[config.mk]
export PLATFORM = sky130hd
export DESIGN_NAME = axi_slave_mem_resp
export DESIGN_NICKNAME = d
export VERILOG_FILES = /design/src/rtl/axi_slave_mem_resp.sv
export SDC_FILE = /design/constraint.sdc
export NUM_CORES = 1
export LEC_CHECK = 0
export ABC_AREA = 1
export BUFFER_PORTS_ARGS = -buffer_cell sky130_fd_sc_hd__buf_2
export CAP_MARGIN = 30
export CORE_MARGIN = 5
export CORE_UTILIZATION = 30
export DETAILED_ROUTE_END_ITERATION = 16
export GPL_TIMING_DRIVEN = 0
export PLACE_DENSITY_LB_ADDON = 0.15
export REMOVE_ABC_BUFFERS = 1
export SETUP_SLACK_MARGIN = 0.05
export SYNTH_ARGS = -nofsm -noshare
export SYNTH_HDL_FRONTEND = slang
export SYNTH_SLANG_ARGS = --single-unit
[constraint.sdc]
create_clock -name aclk -period 5.4 [get_ports aclk]
set_input_delay 0.54 -clock aclk [delete_from_list [all_inputs] [get_ports aclk]]
set_output_delay 0.54 -clock aclk [all_outputs]
set_load 0.01 [all_outputs]
[src/rtl/axi_slave_mem_resp.sv]
// rtl/axi_slave_mem_resp.sv - AXI4 single-burst slave responder backed by a word-addressed memory
// Serves one INCR read or write burst at a time; illegal or out-of-range beats answer SLVERR.
module axi_slave_mem_resp #(
  parameter int ADDR_W    = 32,
  parameter int DATA_W    = 32,
  parameter int MEM_DEPTH = 16
) (
  input  logic                aclk,
  input  logic                areset_n,
  input  logic [ADDR_W-1:0]   awaddr,
  input  logic [7:0]          awlen,
  input  logic [2:0]          awsize,
  input  logic [1:0]          awburst,
  input  logic                awvalid,
  output logic                awready,
  input  logic [DATA_W-1:0]   wdata,
  input  logic [DATA_W/8-1:0] wstrb,
  input  logic                wlast,
  input  logic                wvalid,
  output logic                wready,
  output logic [1:0]          bresp,
  output logic                bvalid,
  input  logic                bready,
  input  logic [ADDR_W-1:0]   araddr,
  input  logic [7:0]          arlen,
  input  logic [2:0]          arsize,
  input  logic [1:0]          arburst,
  input  logic                arvalid,
  output logic                arready,
  output logic [DATA_W-1:0]   rdata,
  output logic [1:0]          rresp,
  output logic                rlast,
  output logic                rvalid,
  input  logic                rready
);

  localparam int STRB_W = DATA_W / 8;
  localparam int IDX_W  = (MEM_DEPTH > 1) ? $clog2(MEM_DEPTH) : 1;
  localparam logic [ADDR_W-1:0] DEPTH_L = ADDR_W'(MEM_DEPTH);
  localparam logic [2:0] SIZE_4B = 3'b010;
  localparam logic [1:0] BURST_INCR = 2'b01;
  localparam logic [1:0] RESP_OKAY = 2'b00;
  localparam logic [1:0] RESP_SLVERR = 2'b10;

  typedef enum logic [1:0] {IDLE, WDATA, WRESP, RDATA} state_e;

  state_e              state_q, state_d;
  logic [7:0]          beat_cnt_q, beat_cnt_d;
  logic [7:0]          len_q, len_d;
  logic [ADDR_W-3:0]   start_q, start_d;
  logic                err_q, err_d;
  logic                legal_q, legal_d;
  logic [DATA_W-1:0]   mem_q [MEM_DEPTH];
  logic [DATA_W-1:0]   mem_d [MEM_DEPTH];

  logic [ADDR_W-1:0]   idx_full;
  logic [IDX_W-1:0]    mem_idx;
  logic                in_range;
  logic                beat_ok;
  logic                last_beat;
  logic                unused_addr_bits;

  // Index is computed at full address width so a burst running past the top never wraps.
  assign idx_full  = ADDR_W'(start_q) + ADDR_W'(beat_cnt_q);
  assign mem_idx   = idx_full[IDX_W-1:0];
  assign in_range  = idx_full < DEPTH_L;
  assign beat_ok   = legal_q && in_range;
  assign last_beat = beat_cnt_q == len_q;
  assign unused_addr_bits = ^{awaddr[1:0], araddr[1:0]};

  always_comb begin
    state_d    = state_q;
    beat_cnt_d = beat_cnt_q;
    len_d      = len_q;
    start_d    = start_q;
    err_d      = err_q;
    legal_d    = legal_q;
    mem_d      = mem_q;
    case (state_q)
      IDLE: begin
        if (arvalid) begin
          state_d    = RDATA;
          start_d    = araddr[ADDR_W-1:2];
          len_d      = arlen;
          beat_cnt_d = 8'd0;
          legal_d    = (arsize == SIZE_4B) && (arburst == BURST_INCR);
          err_d      = !legal_d;
        end else if (awvalid) begin
          state_d    = WDATA;
          start_d    = awaddr[ADDR_W-1:2];
          len_d      = awlen;
          beat_cnt_d = 8'd0;
          legal_d    = (awsize == SIZE_4B) && (awburst == BURST_INCR);
          err_d      = !legal_d;
        end
      end
      WDATA: begin
        if (wvalid) begin
          if (!in_range || (wlast != last_beat)) begin
            err_d = 1'b1;
          end
          if (beat_ok) begin
            for (int b = 0; b < STRB_W; b++) begin
              if (wstrb[b]) begin
                mem_d[mem_idx][b*8 +: 8] = wdata[b*8 +: 8];
              end
            end
          end
          beat_cnt_d = beat_cnt_q + 8'd1;
          // The burst length, not wlast, decides when the write ends.
          if (last_beat) begin
            state_d = WRESP;
          end
        end
      end
      WRESP: begin
        if (bready) begin
          state_d = IDLE;
        end
      end
      RDATA: begin
        if (rready) begin
          if (!beat_ok) begin
            err_d = 1'b1;
          end
          beat_cnt_d = beat_cnt_q + 8'd1;
          if (last_beat) begin
            state_d = IDLE;
          end
        end
      end
      default: state_d = IDLE;
    endcase
  end

  always_ff @(posedge aclk or negedge areset_n) begin
    if (!areset_n) begin
      state_q    <= IDLE;
      beat_cnt_q <= 8'd0;
      len_q      <= 8'd0;
      start_q    <= '0;
      err_q      <= 1'b0;
      legal_q    <= 1'b0;
      for (int i = 0; i < MEM_DEPTH; i++) begin
        mem_q[i] <= '0;
      end
    end else begin
      state_q    <= state_d;
      beat_cnt_q <= beat_cnt_d;
      len_q      <= len_d;
      start_q    <= start_d;
      err_q      <= err_d;
      legal_q    <= legal_d;
      mem_q      <= mem_d;
    end
  end

  // Ready outputs are gated by reset so every output reads 0 while areset_n is low.
  assign arready = areset_n && (state_q == IDLE);
  assign awready = areset_n && (state_q == IDLE) && !arvalid;
  assign wready  = state_q == WDATA;
  assign bvalid  = state_q == WRESP;
  assign bresp   = ((state_q == WRESP) && err_q) ? RESP_SLVERR : RESP_OKAY;
  assign rvalid  = state_q == RDATA;
  assign rdata   = ((state_q == RDATA) && beat_ok) ? mem_q[mem_idx] : '0;
  assign rresp   = ((state_q == RDATA) && !beat_ok) ? RESP_SLVERR : RESP_OKAY;
  assign rlast   = (state_q == RDATA) && last_beat;

endmodule

==> flow_summary_export.csv <==
group,metric,value,unit
status,outcome,"complete, no violations",
hold_path,hp-class,"in -> reg",
drt,wirelength,111000,µm
cts,clock_sinks,562,
cells_and_area,final_common_cell,"nand2_1",
power,p_per_area,639,mW/mm²
sta,post-route-period-util,0.955,
synth,syn-cell-area,0.0289,mm²
cells_and_area,instances_no_fill,5044,
drt,routed_via_density,5.44,
grt,grt_pass1_vias,26931,
power,p_sw_frac,0.509,
placement,place_inst,4905,
sta,relSlewSlack,0.304,
cells_and_area,final-seq-area,0.0141,mm²
sta,tns,0,ps
cts,clk_latency,630,ps
floorplan,coreArea,0.0953,mm²
grt,grt.total_usage,0.209,
placement,portBuffers,169,
sta,final_max_slew_viol_count,0,
drt,postRouteAntennaNets,0,
cells_and_area,drive_gt1_frac,0.116,
placement,gp_congestion,0.815,
job,drv_cap,0,
setup_path,crit_type,"reg -> out",
setup_path,cp_data_required_time,4860,ps
grt,grt_overflow,0,
cells_and_area,fillers,9933,
placement,pre_cts_ws,-28.7,ps
floorplan,die_h,320,µm
floorplan,start_util,0.303,
sta,clock.fmax,194,MHz
placement,dp_hpwl,67500,µm
power,p_int,10.8,mW
cts,cts_made_buffers,73,
synth,ys_warn_count,0,
sta,postLayoutSetupSlackWorst,242,ps
setup_path,arrival,4620,ps
sta,finalHoldViolations,0,
setup_path,cp_max_fo,80,
power,power_switching,11.1,mW
grt,grt_start_max_net_pins,110,
synth,synth_cells,3713,
cells_and_area,layout_common_cells,"1283 x nand2_1, 562 x dfrtp_1, 468 x nand4_1",
power,power_frac_comb,0.568,
drt,drc,0,
power,p_clk_frac,0.222,
sta,fin_crit,5160,ps
drt,drt_iter0_drc,2287,
hold_path,hold_depth,3,
cells_and_area,fin_util,0.360,
floorplan,fp.dieW,320,µm
cells_and_area,areaGrowthSynthToFinish,18.7,%
cts,htreeDepth,3,
cells_and_area,design_area,0.0343,mm²
synth,syn_avg_cell_area,7.78,µm²
floorplan,num_rows,113,
synth,yosys_register_bits,562,
grt,antenna_found_initial,1,
drt,wire_per_inst,22.1,µm
cells_and_area,fin_nets,3866,
sta,fin_skew,27.2,ps
cts,root_buffer,"clkbuf_16",
synth,synth_cell_types,37,
power,vdd_drop_max,0.837,mV
drt,vias,27441,
sta,finalSetupViolCount,0,
cts,clk_pin_slew,60,ps
sta,worst_pin_slew,1040,ps
power,power_frac_seq,0.210,
synth,ys_seq_area_frac,0.487,
power,power_leakage,17.1,nW
setup_path,r2r_cells,25,
placement,dpl_cell_area,0.0319,mm²
grt,grt_pass1_wl,170000,µm
cells_and_area,multi_input_area,0.0133,mm²
floorplan,ios,176,
cts,clockBufferDepth,3,
setup_path,start_kind,"flop",
cts,tritoncts,"yes",
drt,dr.pass1.iters,5,
setup_path,cp-end-kind,"output port",
sta,rsz0062_at_grt,"false",
floorplan,dieArea,0.103,mm²
## timing repair
| action | 4_1_cts | 5_1_grt |
|---|---|---|
| resized for setup | 0 | 6 |
| hold buffers | 1 | 0 |
| hold endpoints to repair | 65 | 0 |
| pin swaps | 2 | 0 |
| buffers inserted | 5 | 0 |
| setup endpoints to repair | 18 | 17 |
## synthesized netlist by cell type, drive strengths merged
cell type | count | area (µm²)
nor3 | 140 | 706
o21ai | 131 | 656
clkbuf | 204 | 766
nand2 | 1294 | 4880
o211ai | 1 | 7.51
inv | 100 | 375
nor2 | 171 | 732
nand3 | 168 | 841
dfrtp | 562 | 14100
conb | 1 | 3.75
nor4 | 2 | 12.5
and3 | 2 | 12.5
nor3b | 1 | 7.51
fa | 1 | 20.0
a31oi | 39 | 244
o221ai | 2 | 17.5
nand4 | 478 | 3050
a22oi | 8 | 60.1
xnor2 | 2 | 17.5
a21o | 1 | 7.51
ha | 9 | 113
buf | 107 | 494
a21oi | 11 | 55.1
nand3b | 7 | 52.6
o31ai | 2 | 15.0
o22ai | 244 | 1530
clkinv | 11 | 41.3
o22a | 2 | 17.5
xor2 | 12 | 105
## power groups by stage
stage	Clock, mW	Sequential, mW	Combinational [mW]
detailed placement	0	4.69	12.3
floorplan	0	4.59	6.17
finish	4.86	4.61	12.4
global placement	0	4.70	7.58
global route	5.13	4.64	13.3
CTS	4.97	4.62	12.4
## area by class of cell
class                      count  share of cell area
sequential                   562               0.410
antenna                        1           0.0000730
multi-input combinational   2730               0.388
tap                         1265              0.0461
inverter                     111              0.0129
timing repair buffer         244              0.0741
clock inverter                23             0.00554
clock buffer                 108              0.0636
## cells by family after synthesis
kind of cell | share of synthesized area
compound gates | 0.0902
xor+xnor | 0.00424
fa+ha+maj | 0.00459
buf+inv | 0.0580
flops | 0.487
other cells | 0.000130
simple gates | 0.356
## final timing paths
kind	to	slack, ps	start
worst max-delay path	rdata[2]	240	beat_cnt_q[0]
worst min-delay path	start_q[29]	190	awaddr[31]
worst max register to register	mem_q[122]	490	beat_cnt_q[0]
worst min register to register	mem_q[156]	470	mem_q[156]
max in group asynchronous	start_q[1]	3600	areset_n
min in group asynchronous	mem_q[455]	460	areset_n
## sequential cells by signal, summed over array words and instances (netlist names)
register / flops
mem_q: 512
start_q: 30
beat_cnt_q: 8
len_q: 8
state_q: 2
err_q: 1
legal_q: 1
## metal layers
layer  up-vias  track usage  wire length (µm)
li1      12991            -                 -
met1     13529        0.297             51300
met2       804        0.334             51100
met3       115       0.0354              6540
met4         2       0.0521              2310
met5         -            0                17
## per-stage QoR
stage / hold slack (ps) / power, mW
5_1_grt: 176 / 23.1
3_5_place_dp: 459 / 17.0
4_1_cts: 148 / 21.9
3_3_place_gp: 455 / 12.3
2_1_floorplan: 244 / 10.8
6_report: 187 / 21.9
## worst max-delay path: stages (launching register included)
cell and delay, ps:
dfrtp_1 500, ha_1 290, inv_1 70, fa_1 690
nor2_2 200, bufinv_8 510, buf_16 450, o22ai_1 120
o21ai_0 560, nand4_1 250, nor2_1 150, buf_2 140
No activity file was read; power rests on OpenSTA's default activity.
